### src/rtl/axi_lite_pkg.sv
// Shared AXI4-Lite definitions: response codes, protection default
// and the transfer FSM state type used by both master and slave.
package axi_lite_pkg;

  localparam logic [1:0] RESP_OKAY   = 2'b00;
  localparam logic [1:0] RESP_EXOKAY = 2'b01;
  localparam logic [1:0] RESP_SLVERR = 2'b10;
  localparam logic [1:0] RESP_DECERR = 2'b11;

  localparam logic [2:0] PROT_DEFAULT = 3'b000;

  typedef enum logic [2:0] {
    ST_IDLE,
    ST_WR_ADDR_DATA,
    ST_WAIT_B,
    ST_RD_ADDR,
    ST_WAIT_R,
    ST_RSP
  } axi_state_e;

endpackage

### src/rtl/m_axi_lite_master.sv
// AXI4-Lite master: one write or read transfer per command, result and
// saturating latency returned on a held response port.
module m_axi_lite_master
  import axi_lite_pkg::*;
#(
  parameter int P_M_AXI_DATA_WIDTH = 32,
  parameter int P_M_AXI_ADDR_WIDTH = 4,
  parameter int P_LAT_WIDTH        = 8
) (
  input  logic                            M_AXI_ACLK,
  input  logic                            M_AXI_ARESET,
  input  logic                            cmd_valid,
  output logic                            cmd_ready,
  input  logic                            cmd_write,
  input  logic [P_M_AXI_ADDR_WIDTH-1:0]   cmd_addr,
  input  logic [P_M_AXI_DATA_WIDTH-1:0]   cmd_wdata,
  input  logic [P_M_AXI_DATA_WIDTH/8-1:0] cmd_wstrb,
  output logic                            rsp_valid,
  input  logic                            rsp_ready,
  output logic                            rsp_write,
  output logic [1:0]                      rsp_resp,
  output logic [P_M_AXI_DATA_WIDTH-1:0]   rsp_rdata,
  output logic [P_LAT_WIDTH-1:0]          rsp_latency,
  output logic [P_M_AXI_ADDR_WIDTH-1:0]   M_AXI_AWADDR,
  output logic [2:0]                      M_AXI_AWPROT,
  output logic                            M_AXI_AWVALID,
  input  logic                            M_AXI_AWREADY,
  output logic [P_M_AXI_DATA_WIDTH-1:0]   M_AXI_WDATA,
  output logic [P_M_AXI_DATA_WIDTH/8-1:0] M_AXI_WSTRB,
  output logic                            M_AXI_WVALID,
  input  logic                            M_AXI_WREADY,
  input  logic [1:0]                      M_AXI_BRESP,
  input  logic                            M_AXI_BVALID,
  output logic                            M_AXI_BREADY,
  output logic [P_M_AXI_ADDR_WIDTH-1:0]   M_AXI_ARADDR,
  output logic [2:0]                      M_AXI_ARPROT,
  output logic                            M_AXI_ARVALID,
  input  logic                            M_AXI_ARREADY,
  input  logic [P_M_AXI_DATA_WIDTH-1:0]   M_AXI_RDATA,
  input  logic [1:0]                      M_AXI_RRESP,
  input  logic                            M_AXI_RVALID,
  output logic                            M_AXI_RREADY
);

  localparam int DW = P_M_AXI_DATA_WIDTH;
  localparam int AW = P_M_AXI_ADDR_WIDTH;
  localparam int LW = P_LAT_WIDTH;

  axi_state_e        r_state;
  logic              r_cmd_ready;
  logic              r_awvalid;
  logic              r_wvalid;
  logic              r_bready;
  logic              r_arvalid;
  logic              r_rready;
  logic              r_aw_done;
  logic              r_w_done;
  logic              r_write;
  logic [AW-1:0]     r_addr;
  logic [DW-1:0]     r_wdata;
  logic [DW/8-1:0]   r_wstrb;
  logic [LW-1:0]     r_lat;
  logic              r_rsp_valid;
  logic              r_rsp_write;
  logic [1:0]        r_rsp_resp;
  logic [DW-1:0]     r_rsp_rdata;
  logic [LW-1:0]     r_rsp_latency;
  logic [LW-1:0]     w_lat_nxt;

  assign w_lat_nxt = (&r_lat) ? r_lat : r_lat + LW'(1);

  always_ff @(posedge M_AXI_ACLK or posedge M_AXI_ARESET) begin
    if (M_AXI_ARESET) begin
      r_state       <= ST_IDLE;
      r_cmd_ready   <= 1'b0;
      r_awvalid     <= 1'b0;
      r_wvalid      <= 1'b0;
      r_bready      <= 1'b0;
      r_arvalid     <= 1'b0;
      r_rready      <= 1'b0;
      r_aw_done     <= 1'b0;
      r_w_done      <= 1'b0;
      r_write       <= 1'b0;
      r_addr        <= '0;
      r_wdata       <= '0;
      r_wstrb       <= '0;
      r_lat         <= '0;
      r_rsp_valid   <= 1'b0;
      r_rsp_write   <= 1'b0;
      r_rsp_resp    <= RESP_OKAY;
      r_rsp_rdata   <= '0;
      r_rsp_latency <= '0;
    end else begin
      unique case (r_state)
        ST_IDLE: begin
          if (r_cmd_ready && cmd_valid) begin
            r_cmd_ready <= 1'b0;
            r_addr      <= cmd_addr;
            r_wdata     <= cmd_wdata;
            r_wstrb     <= cmd_wstrb;
            r_write     <= cmd_write;
            // the accept cycle itself is the first counted cycle
            r_lat       <= LW'(1);
            r_aw_done   <= 1'b0;
            r_w_done    <= 1'b0;
            if (cmd_write) begin
              r_awvalid <= 1'b1;
              r_wvalid  <= 1'b1;
              r_state   <= ST_WR_ADDR_DATA;
            end else begin
              r_arvalid <= 1'b1;
              r_state   <= ST_RD_ADDR;
            end
          end else begin
            r_cmd_ready <= 1'b1;
          end
        end
        ST_WR_ADDR_DATA: begin
          r_lat <= w_lat_nxt;
          if (r_awvalid && M_AXI_AWREADY) begin
            r_awvalid <= 1'b0;
            r_aw_done <= 1'b1;
          end
          if (r_wvalid && M_AXI_WREADY) begin
            r_wvalid <= 1'b0;
            r_w_done <= 1'b1;
          end
          if (r_aw_done && r_w_done) begin
            r_bready <= 1'b1;
            r_state  <= ST_WAIT_B;
          end
        end
        ST_WAIT_B: begin
          r_lat <= w_lat_nxt;
          if (M_AXI_BVALID) begin
            r_bready      <= 1'b0;
            r_rsp_valid   <= 1'b1;
            r_rsp_write   <= r_write;
            r_rsp_resp    <= M_AXI_BRESP;
            r_rsp_rdata   <= '0;
            r_rsp_latency <= w_lat_nxt;
            r_state       <= ST_RSP;
          end
        end
        ST_RD_ADDR: begin
          r_lat <= w_lat_nxt;
          if (M_AXI_ARREADY) begin
            r_arvalid <= 1'b0;
            r_rready  <= 1'b1;
            r_state   <= ST_WAIT_R;
          end
        end
        ST_WAIT_R: begin
          r_lat <= w_lat_nxt;
          if (M_AXI_RVALID) begin
            r_rready      <= 1'b0;
            r_rsp_valid   <= 1'b1;
            r_rsp_write   <= r_write;
            r_rsp_resp    <= M_AXI_RRESP;
            r_rsp_rdata   <= M_AXI_RDATA;
            r_rsp_latency <= w_lat_nxt;
            r_state       <= ST_RSP;
          end
        end
        ST_RSP: begin
          if (rsp_ready) begin
            r_rsp_valid <= 1'b0;
            r_cmd_ready <= 1'b1;
            r_state     <= ST_IDLE;
          end
        end
        default: r_state <= ST_IDLE;
      endcase
    end
  end

  assign cmd_ready     = r_cmd_ready;
  assign rsp_valid     = r_rsp_valid;
  assign rsp_write     = r_rsp_write;
  assign rsp_resp      = r_rsp_resp;
  assign rsp_rdata     = r_rsp_rdata;
  assign rsp_latency   = r_rsp_latency;
  assign M_AXI_AWADDR  = r_addr;
  assign M_AXI_AWPROT  = PROT_DEFAULT;
  assign M_AXI_AWVALID = r_awvalid;
  assign M_AXI_WDATA   = r_wdata;
  assign M_AXI_WSTRB   = r_wstrb;
  assign M_AXI_WVALID  = r_wvalid;
  assign M_AXI_BREADY  = r_bready;
  assign M_AXI_ARADDR  = r_addr;
  assign M_AXI_ARPROT  = PROT_DEFAULT;
  assign M_AXI_ARVALID = r_arvalid;
  assign M_AXI_RREADY  = r_rready;

endmodule
### config.mk
export PLATFORM = sky130hd
export DESIGN_NAME = m_axi_lite_master
export DESIGN_NICKNAME = d
export VERILOG_FILES = /design/src/rtl/axi_lite_pkg.sv /design/src/rtl/m_axi_lite_master.sv
export SDC_FILE = /design/constraint.sdc
export NUM_CORES = 1
export LEC_CHECK = 0
export ABC_CLOCK_PERIOD_IN_PS = 3000
export BUFFER_PORTS_ARGS = -buffer_cell sky130_fd_sc_hd__buf_2
export CAP_MARGIN = 20
export CORE_UTILIZATION = 44
export DETAILED_ROUTE_END_ITERATION = 8
export GPL_TIMING_DRIVEN = 0
export PLACE_DENSITY_LB_ADDON = 0.25
export SLEW_MARGIN = 0
export SYNTH_ARGS = -nofsm -noshare
export SYNTH_HDL_FRONTEND = slang
export SYNTH_SLANG_ARGS = --single-unit
### constraint.sdc
create_clock -name M_AXI_ACLK -period 3 [get_ports M_AXI_ACLK]
set_input_delay 0.45 -clock M_AXI_ACLK [delete_from_list [all_inputs] [get_ports M_AXI_ACLK]]
set_output_delay 0.45 -clock M_AXI_ACLK [all_outputs]
set_load 0.02 [all_outputs]
==> key figures, run 1 <==
Status
  • Status: finished, final reports clean

Route
  • WL per Instance: 14.65 um
  • # DRC: 0
  • Antenna violation net count after detailed routing: 0
  • Vias post-DR: 3642
  • 1st-iter DRT viols: 169
  • Drt first pass iters: 4
  • Routed wire length: 10860 um
  • Drt via density: 4.915

Timing
  • Tmin final: 1872 ps
  • Worst-Margin Slew: 805.8 ps
  • Unrepaired setup endpoints after global routing: no
  • Setup Skew: 12.07 ps
  • Hold slack final: 223.4 ps
  • Slew headroom: 46.16%
  • Final Hold Viols: 0
  • Fmax: 0.5341 GHz
  • Final worst-path cycle share: 62.41%
  • Setup TNS: 0 ps
  • Final number of setup-violating endpoints: 0
  • Final Max Slew Viols: 0

Clock network
  • Clk sinks: 104
  • PostCTS Resize Cnt: 0
  • Setup Fix Bufs, Post-CTS: 0
  • Clk_lat worst skew: 360 ps
  • H-tree levels: 3
  • Worst-path clk slew: 100 ps
  • Bufs on Longest Clock Path: 2
  • Hold Buf Count CTS: 0
  • TritonCTS clock tree: yes
  • Root buf cell: clkbuf_8
  • CTS Buf Count: 9

Worst setup path
  • Worst Reg-to-Reg Cells: 6
  • R2R setup slack: 1130 ps
  • Largest stage delay, worst path: 400 ps
  • Crit path top cell by count: buf_8
  • Crit end category: flip-flop
  • Worst-path fanout max: 10
  • Critical Path RT: 3260 ps
  • RR Startpoint: r_state[0]
  • CP arrival: 2130 ps
  • R2R Path End: M_AXI_WSTRB[2]
  • Slowest-stage cell, CP: or3_4
  • Type of origin of the critical path: flip-flop
  • Crit-path cells: buf_6, or3_4, nor2_4, buf_8, buf_8, mux2_1
  • Crit Path Class: flip-flop to flip-flop

Die
  • Row Count: 36
  • Core footprint: 0.009910 mm^2
  • Die area: 0.01075 mm^2
  • I/O pin count: 186
  • Starting Density: 45.92%
  • Chip height: 103.7 um
  • Die Wd: 103.7 um

Power
  • Seq pwr share: 37.4%
  • Clock power frac: 14.1%
  • Cell area power density: 1062 mW/mm^2
  • P_leak: 2.959 nW
  • Peak supply drop: 0.4643 mV
  • Sw Ratio: 41.49%
  • Combinational Power Share: 48.5%
  • P_sw: 2.588 mW
  • Internal power: 3.650 mW

Final layout
  • Diode count: 0
  • # fillers: 857
  • Final std cells w/o fill: 741
  • Synth-to-layout area growth: 29.06%
  • Final instance area: 0.005873 mm^2
  • Layout Nets: 690
  • Share of cells above drive strength 1: 43.91%

Synth
  • Number of library cell types mapped by synthesis: 47
  • Syn Area/Cell: 11.21 um^2
  • Sequential area share after synthesis: 57.19%
  • Warnings from Yosys: 0
  • Yosys reg bits: 104
  • Cell count after synthesis: 406
  • Mapped Area: 0.004551 mm^2

Place
  • Routability congestion estimate from global placement: 0.8337
  • Inst Count DP: 725
  • Post-place instance area: 0.005675 mm^2
  • DP HPWL: 8228 um
  • I/O Buffers: 179

Min path
  • Worst hold path class: input port to asynchronous set/reset pin

Global routing
  • Initial antenna violation count: 0
  • Vias in the first global route: 3479
  • Global-route wire length before repair: 17390 um
  • Global Route Usage Sum: 20.50%
  • Grt ovf: 0
  • Largest net degree at the start of global routing: 43

Flow run
  • Max cap viols: 0
-- sequential cells by signal, indices dropped and copies added, names as in the netlist, 2 cells and up --
| name | count |
|---|---|
| rsp_latency | 8 |
| M_AXI_WSTRB | 4 |
| r_state | 3 |
| M_AXI_ARADDR | 4 |
| rsp_rdata | 32 |
| rsp_resp | 2 |
| M_AXI_WDATA | 32 |
| r_lat | 8 |
-- placed cells by master, fill, tap and decap left out, types with 8 or more instances in the layout --
| master | Yosys | routed |
|---|---|---|
| buf_2 | 10 | 189 |
| dfrtp_1 | 104 | 104 |
| nand2_1 | 88 | 88 |
| o21ai_0 | 42 | 42 |
| mux2_4 | 20 | 20 |
| mux2_2 | 19 | 19 |
| a21oi_1 | 16 | 16 |
| nor2_1 | 14 | 14 |
| buf_4 | 11 | 11 |
| clkbuf_8 | 0 | 10 |
| o21ai_1 | 8 | 8 |
-- layout make-up --
type                       instances  area [um^2]  area share [%]
clock buffer                      11        141.4           2.407
timing repair buffer             181        935.9           15.94
inverter                           4        18.77          0.3196
buffer                            32        236.5           4.026
multi-input combinational        271         1715           29.21
sequential                       104         2603           44.31
tap                              133        166.4           2.833
clock inverter                     5        56.30          0.9587
-- power groups by stage --
stage / Clock [mW] / Combinational, mW / Sequential (mW)
after detailed placement: 0 / 3.04 / 2.37
final: 0.878 / 3.02 / 2.34
after global routing: 0.948 / 3.26 / 2.42
after global placement: 0 / 2.99 / 2.33
after CTS: 0.901 / 3.06 / 2.34
after floorplan: 0 / 1.41 / 3.00
-- critical path: cells and delay by family (launching register included) --
kind / cells / cell delay, ps
buffers and inverters: 3 / 470
and+or+nand+nor: 2 / 570
muxes: 1 / 330
DFF: 1 / 380
-- synthesized netlist by cell type, drive strengths merged --
library cell / instances / area share [%]
o41ai: 1 / 0.19
nand3: 3 / 0.33
a21o: 2 / 0.33
buf: 26 / 4.7
ha: 1 / 0.27
nor3b: 1 / 0.41
inv: 4 / 0.33
a31o: 1 / 0.19
mux2i: 4 / 0.88
a311oi: 1 / 0.19
or4: 1 / 0.17
mux2: 43 / 12
nor2b: 2 / 0.27
nand4: 2 / 0.27
xnor2: 1 / 0.19
or3: 1 / 0.25
o31ai: 4 / 0.66
nand2: 88 / 7.3
a32o: 1 / 0.22
nor2: 15 / 1.4
a31oi: 3 / 0.41
clkbuf: 6 / 0.49
a311o: 1 / 0.22
a21bo: 1 / 0.22
nor3: 4 / 0.44
o21a: 2 / 0.33
nand2b: 2 / 0.27
dfrtp: 104 / 57
o22ai: 1 / 0.14
conb: 1 / 0.082
and2: 1 / 0.14
a21oi: 16 / 1.8
and4: 1 / 0.19
nand3b: 3 / 0.49
o22a: 1 / 0.19
o211a: 1 / 0.22
a32oi: 1 / 0.19
and3: 5 / 0.69
o21ai: 50 / 5.5
-- routing by layer --
metal  track usage, %  part of all wire (%)
met1            26.00                    43
met2            35.00                    50
met3            5.160                   6.4
met4            5.408                  0.81
met5                0                     0
-- cell families after synthesis --
| kind of cell | Yosys count | synth area share (%) |
|---|---|---|
| multiplexers | 47 | 13.17 |
| XOR/XNOR | 1 | 0.1925 |
| buffers and inverters | 36 | 5.527 |
| flip-flops | 104 | 57.19 |
| other | 1 | 0.08241 |
| AO/OA/AOI/OAI | 87 | 10.97 |
| AND/OR/NAND/NOR | 129 | 12.59 |
| adder cells (fa/ha/maj) | 1 | 0.2749 |
-- worst max path at each step --
stage	cells past startpoint	slack [ps]	start	to
2_1_floorplan	1	1300	M_AXI_ARESET	M_AXI_ARADDR[0]
3_3_place_gp	2	670	M_AXI_ARESET	r_lat[0]
3_5_place_dp	6	1120	r_state[0]	M_AXI_WSTRB[2]
4_1_cts	6	1110	r_state[0]	M_AXI_WSTRB[2]
5_1_grt	6	1040	r_state[0]	M_AXI_WSTRB[2]
6_report	6	1130	r_state[0]	M_AXI_WSTRB[2]
-- per-stage QoR --
stage / total power, mW / worst slack (ps) / util, %
2_1_floorplan: 4.410 / 1300 / -
3_3_place_gp: 5.316 / 670.8 / 56.87
3_5_place_dp: 5.410 / 1122 / 57.27
4_1_cts: 6.294 / 1110 / 59.27
5_1_grt: 6.623 / 1040 / 59.27
6_report: 6.238 / 1128 / 59.27
Power figures use the tool's default switching activity.
==> inputs of run 2 (changes only) <==
- ABC_AREA: unset -> 1
- ABC_CLOCK_PERIOD_IN_PS: 3000 -> 1600
- clock period: 3 -> 1.6 ns (I/O delays scaled with it)
==> run 2 against run 1 <==
Compared with the run above:
- sequential power rose by 95%
- highest routed layer unchanged
- synthesized area is essentially flat
- final cell count is 20% higher
- critical path type unchanged
- clock-buffer cell count down 2
- combinational power grew 120%
- cell area rose by 4.4%
- clock skew decreased by 4.9 ps
- non-clock buffer count up 11
==> key figures, run 2 <==
Final layout
  • Commonest non-fill, non-tap cells in the layout: nand2_1, buf_2, dfrtp_1
  • Most common cell after layout, fill and taps aside: nand2_1
  • Share of cells above drive strength 1: 36.10%
  • Synth-to-layout area growth: 34.62%
  • Final instance area: 0.006130 mm^2
  • Layout Utilization: 61.86%
  • Diode count: 0
  • Layout Nets: 843

Timing
  • Tmin final: 1548 ps
  • Final number of setup-violating endpoints: 0
  • Final worst-path cycle share: 96.78%
  • Worst setup margin: 51.59 ps
  • Setup Skew: 7.147 ps
  • Fmax: 0.6458 GHz
  • Final Hold Viols: 0
  • Final Max Slew Viols: 0
  • Worst-Margin Slew: 551.5 ps
  • Slew headroom: 63.15%
  • Unrepaired setup endpoints after global routing: yes
  • Setup TNS: 0 ps

Place
  • Post-place instance area: 0.005678 mm^2
  • DP HPWL: 7987 um
  • Setup WS pre-CTS: -38.13 ps
  • I/O Buffers: 179
  • Routability congestion estimate from global placement: 0.8111

Clock network
  • Bufs on Longest Clock Path: 2
  • CTS Buf Count: 9
  • Clk sinks: 104
  • Clk_lat worst skew: 370 ps
  • Worst-path clk slew: 100 ps
  • H-tree levels: 3
  • Root buf cell: clkbuf_8
  • TritonCTS clock tree: yes

Power
  • Cell area power density: 2092 mW/mm^2
  • Sw Ratio: 45.02%
  • Combinational Power Share: 50.8%
  • Clock power frac: 13.7%
  • Internal power: 7.050 mW
  • Seq pwr share: 35.6%
  • P_leak: 3.505 nW
  • Peak supply drop: 0.9922 mV
  • P_sw: 5.773 mW

Global routing
  • Global-route wire length before repair: 18150 um
  • Met2 usage: 34.61%
  • Largest net degree at the start of global routing: 44
  • Most used routing layer: met2
  • Initial antenna violation count: 0
  • Met3 Use GR: 5.664%
  • Met1 GRT Util: 25.60%
  • Vias in the first global route: 4048
  • Grt ovf: 0
  • Global Route Usage Sum: 20.83%

Route
  • Drt first pass iters: 4
  • WL per Instance: 12.24 um
  • # DRC: 0
  • Drt via density: 4.679
  • 1st-iter DRT viols: 173
  • Vias post-DR: 4174
  • Antenna violation net count after detailed routing: 0
  • Routed wire length: 10920 um

Worst setup path
  • Crit path top cell by count: nand2_4
  • CP arrival: 1810 ps
  • Crit-path cells: nor2_4, nand2_4, nand2_4, nand3_4, buf_8, clkbuf_16, nand2_2, o21ai_1
  • CP Capture Point: rsp_rdata[3]
  • R2R Path End: rsp_rdata[3]
  • CP Buf/Inv Count: 2
  • Type of origin of the critical path: flip-flop
  • Critical path depth: 8
  • Largest stage delay, worst path: 480 ps
  • Critical Path RT: 1860 ps
  • RR Startpoint: r_state[0]
  • Crit Path Class: flip-flop to flip-flop
  • Worst Reg-to-Reg Cells: 8
  • Worst-path fanout max: 7
  • R2R setup slack: 50 ps
  • Crit end category: flip-flop
  • CP Launch Point: r_state[0]
  • Cell family with most CP delay: simple AND/OR/NAND/NOR gates
  • Slowest-stage cell, CP: dfrtp_2

Die
  • Core footprint: 0.009910 mm^2
  • Row Count: 36
  • I/O pin count: 186
  • Die Wd: 103.7 um
  • Die area: 0.01076 mm^2
  • Chip height: 103.7 um
  • Starting Density: 45.95%

Synth
  • Count leader, synth: nand2_1
  • Mapped Area: 0.004553 mm^2
  • Post-synth top cells: nand2_1, dfrtp_1, o21ai_0
  • Sequential area share after synthesis: 57.16%
  • Number of library cell types mapped by synthesis: 26
  • Synth top area share: 57.16%
  • Yosys reg bits: 104
  • Cell accounting for the most synthesized area: dfrtp_1
  • Warnings from Yosys: 0
  • Syn Area/Cell: 8.309 um^2
  • Number of flops mapped to enable cells by yosys: 0
  • Cell count after synthesis: 548
  • Ranking of synthesized cells by area: dfrtp_1, nand2_1, o21ai_0
  • Asr flop ratio synth: 100.0%
  • Primary FF master, synth: dfrtp_1

Flow run
  • Max cap viols: 0

Status
  • Status: finished, final reports clean

Min path
  • Worst hold path class: input port to flip-flop
==> run 2: changes by cell type after synthesis, moves of 6 or more <==
| cell | delta |
|---|---|
| nand3_1 | +13 |
| mux2_4 | -20 |
| a21oi_1 | -9 |
| nand2_1 | +192 |
| mux2_2 | -19 |
| o21ai_0 | -6 |
| inv_1 | +24 |
==> run 2: power by group through the flow <==
stage | Clock (mW) | Sequential [mW] | Combinational, mW
2_1_floorplan | 0 | 5.73 | 2.81
5_1_grt | 1.88 | 4.71 | 7.19
4_1_cts | 1.79 | 4.49 | 6.08
3_5_place_dp | 0 | 4.51 | 6.01
3_3_place_gp | 0 | 4.48 | 5.86
6_report | 1.75 | 4.56 | 6.51
==> run 2: worst reg2reg max path, cell delays in order (launching register included) <==
cell,delay [ps]
dfrtp_2,480
nor2_4,210
nand2_4,110
nand2_4,80
nand3_4,130
buf_8,180
clkbuf_16,160
nand2_2,50
o21ai_1,50
==> run 2: repair_timing <==
item / in CTS / in global routing
gates cloned: 0 / 2
hold buffers: 1 / 0
buffers inserted: 2 / 7
resized for setup: 8 / 37
pin swaps: 1 / 6
setup endpoints to repair: 57 / 90
endpoints found under the hold margin: 23 / 0
==> run 2: cell families after synthesis <==
logic type	count (synthesis)	synth area share [%]
DFF	104	57.16
AOI/OAI and AO/OA	59	6.815
adders and majority gates	1	0.2748
other	1	0.08236
and+or+nand+nor	320	28.44
buffers and inverters	63	7.227
==> run 2: area by class of cell <==
type                       instances  area, um^2
timing repair buffer             193        1064
fill                             874        3780
clock buffer                       9       123.9
sequential                       104        2605
tap                              133       166.4
clock inverter                     5       83.83
buffer                            31       237.7
inverter                          31       130.1
multi-input combinational        386        1719
==> run 2: metrics by stage <==
| stage | total power [mW] | hold slack (ps) | std cells |
|---|---|---|---|
| 2_1_floorplan | 8.541 | 325.7 | 553 |
| 6_report | 12.82 | 61.14 | 892 |
| 5_1_grt | 13.77 | 46.98 | 892 |
| 4_1_cts | 12.36 | 49.04 | 884 |
| 3_5_place_dp | 10.52 | 310.7 | 867 |
| 3_3_place_gp | 10.34 | 432.1 | 865 |
==> run 2: routing by layer <==
layer,part of all wire [%],vias to the layer above
met5,0,-
met4,1.9,0
met3,8.1,16
met2,47,157
met1,43,1903
li1,-,2098
==> run 2: how the worst min path moves through the flow <==
stage | to | depth (start not counted) | startpoint
2_1_floorplan | M_AXI_ARVALID | 1 | M_AXI_ARREADY
4_1_cts | M_AXI_WDATA[26] | 3 | cmd_wdata[26]
3_3_place_gp | M_AXI_ARVALID | 2 | M_AXI_ARREADY
5_1_grt | M_AXI_ARVALID | 2 | M_AXI_ARREADY
3_5_place_dp | M_AXI_WDATA[27] | 2 | M_AXI_ARESET
6_report | M_AXI_WDATA[25] | 3 | cmd_wdata[25]
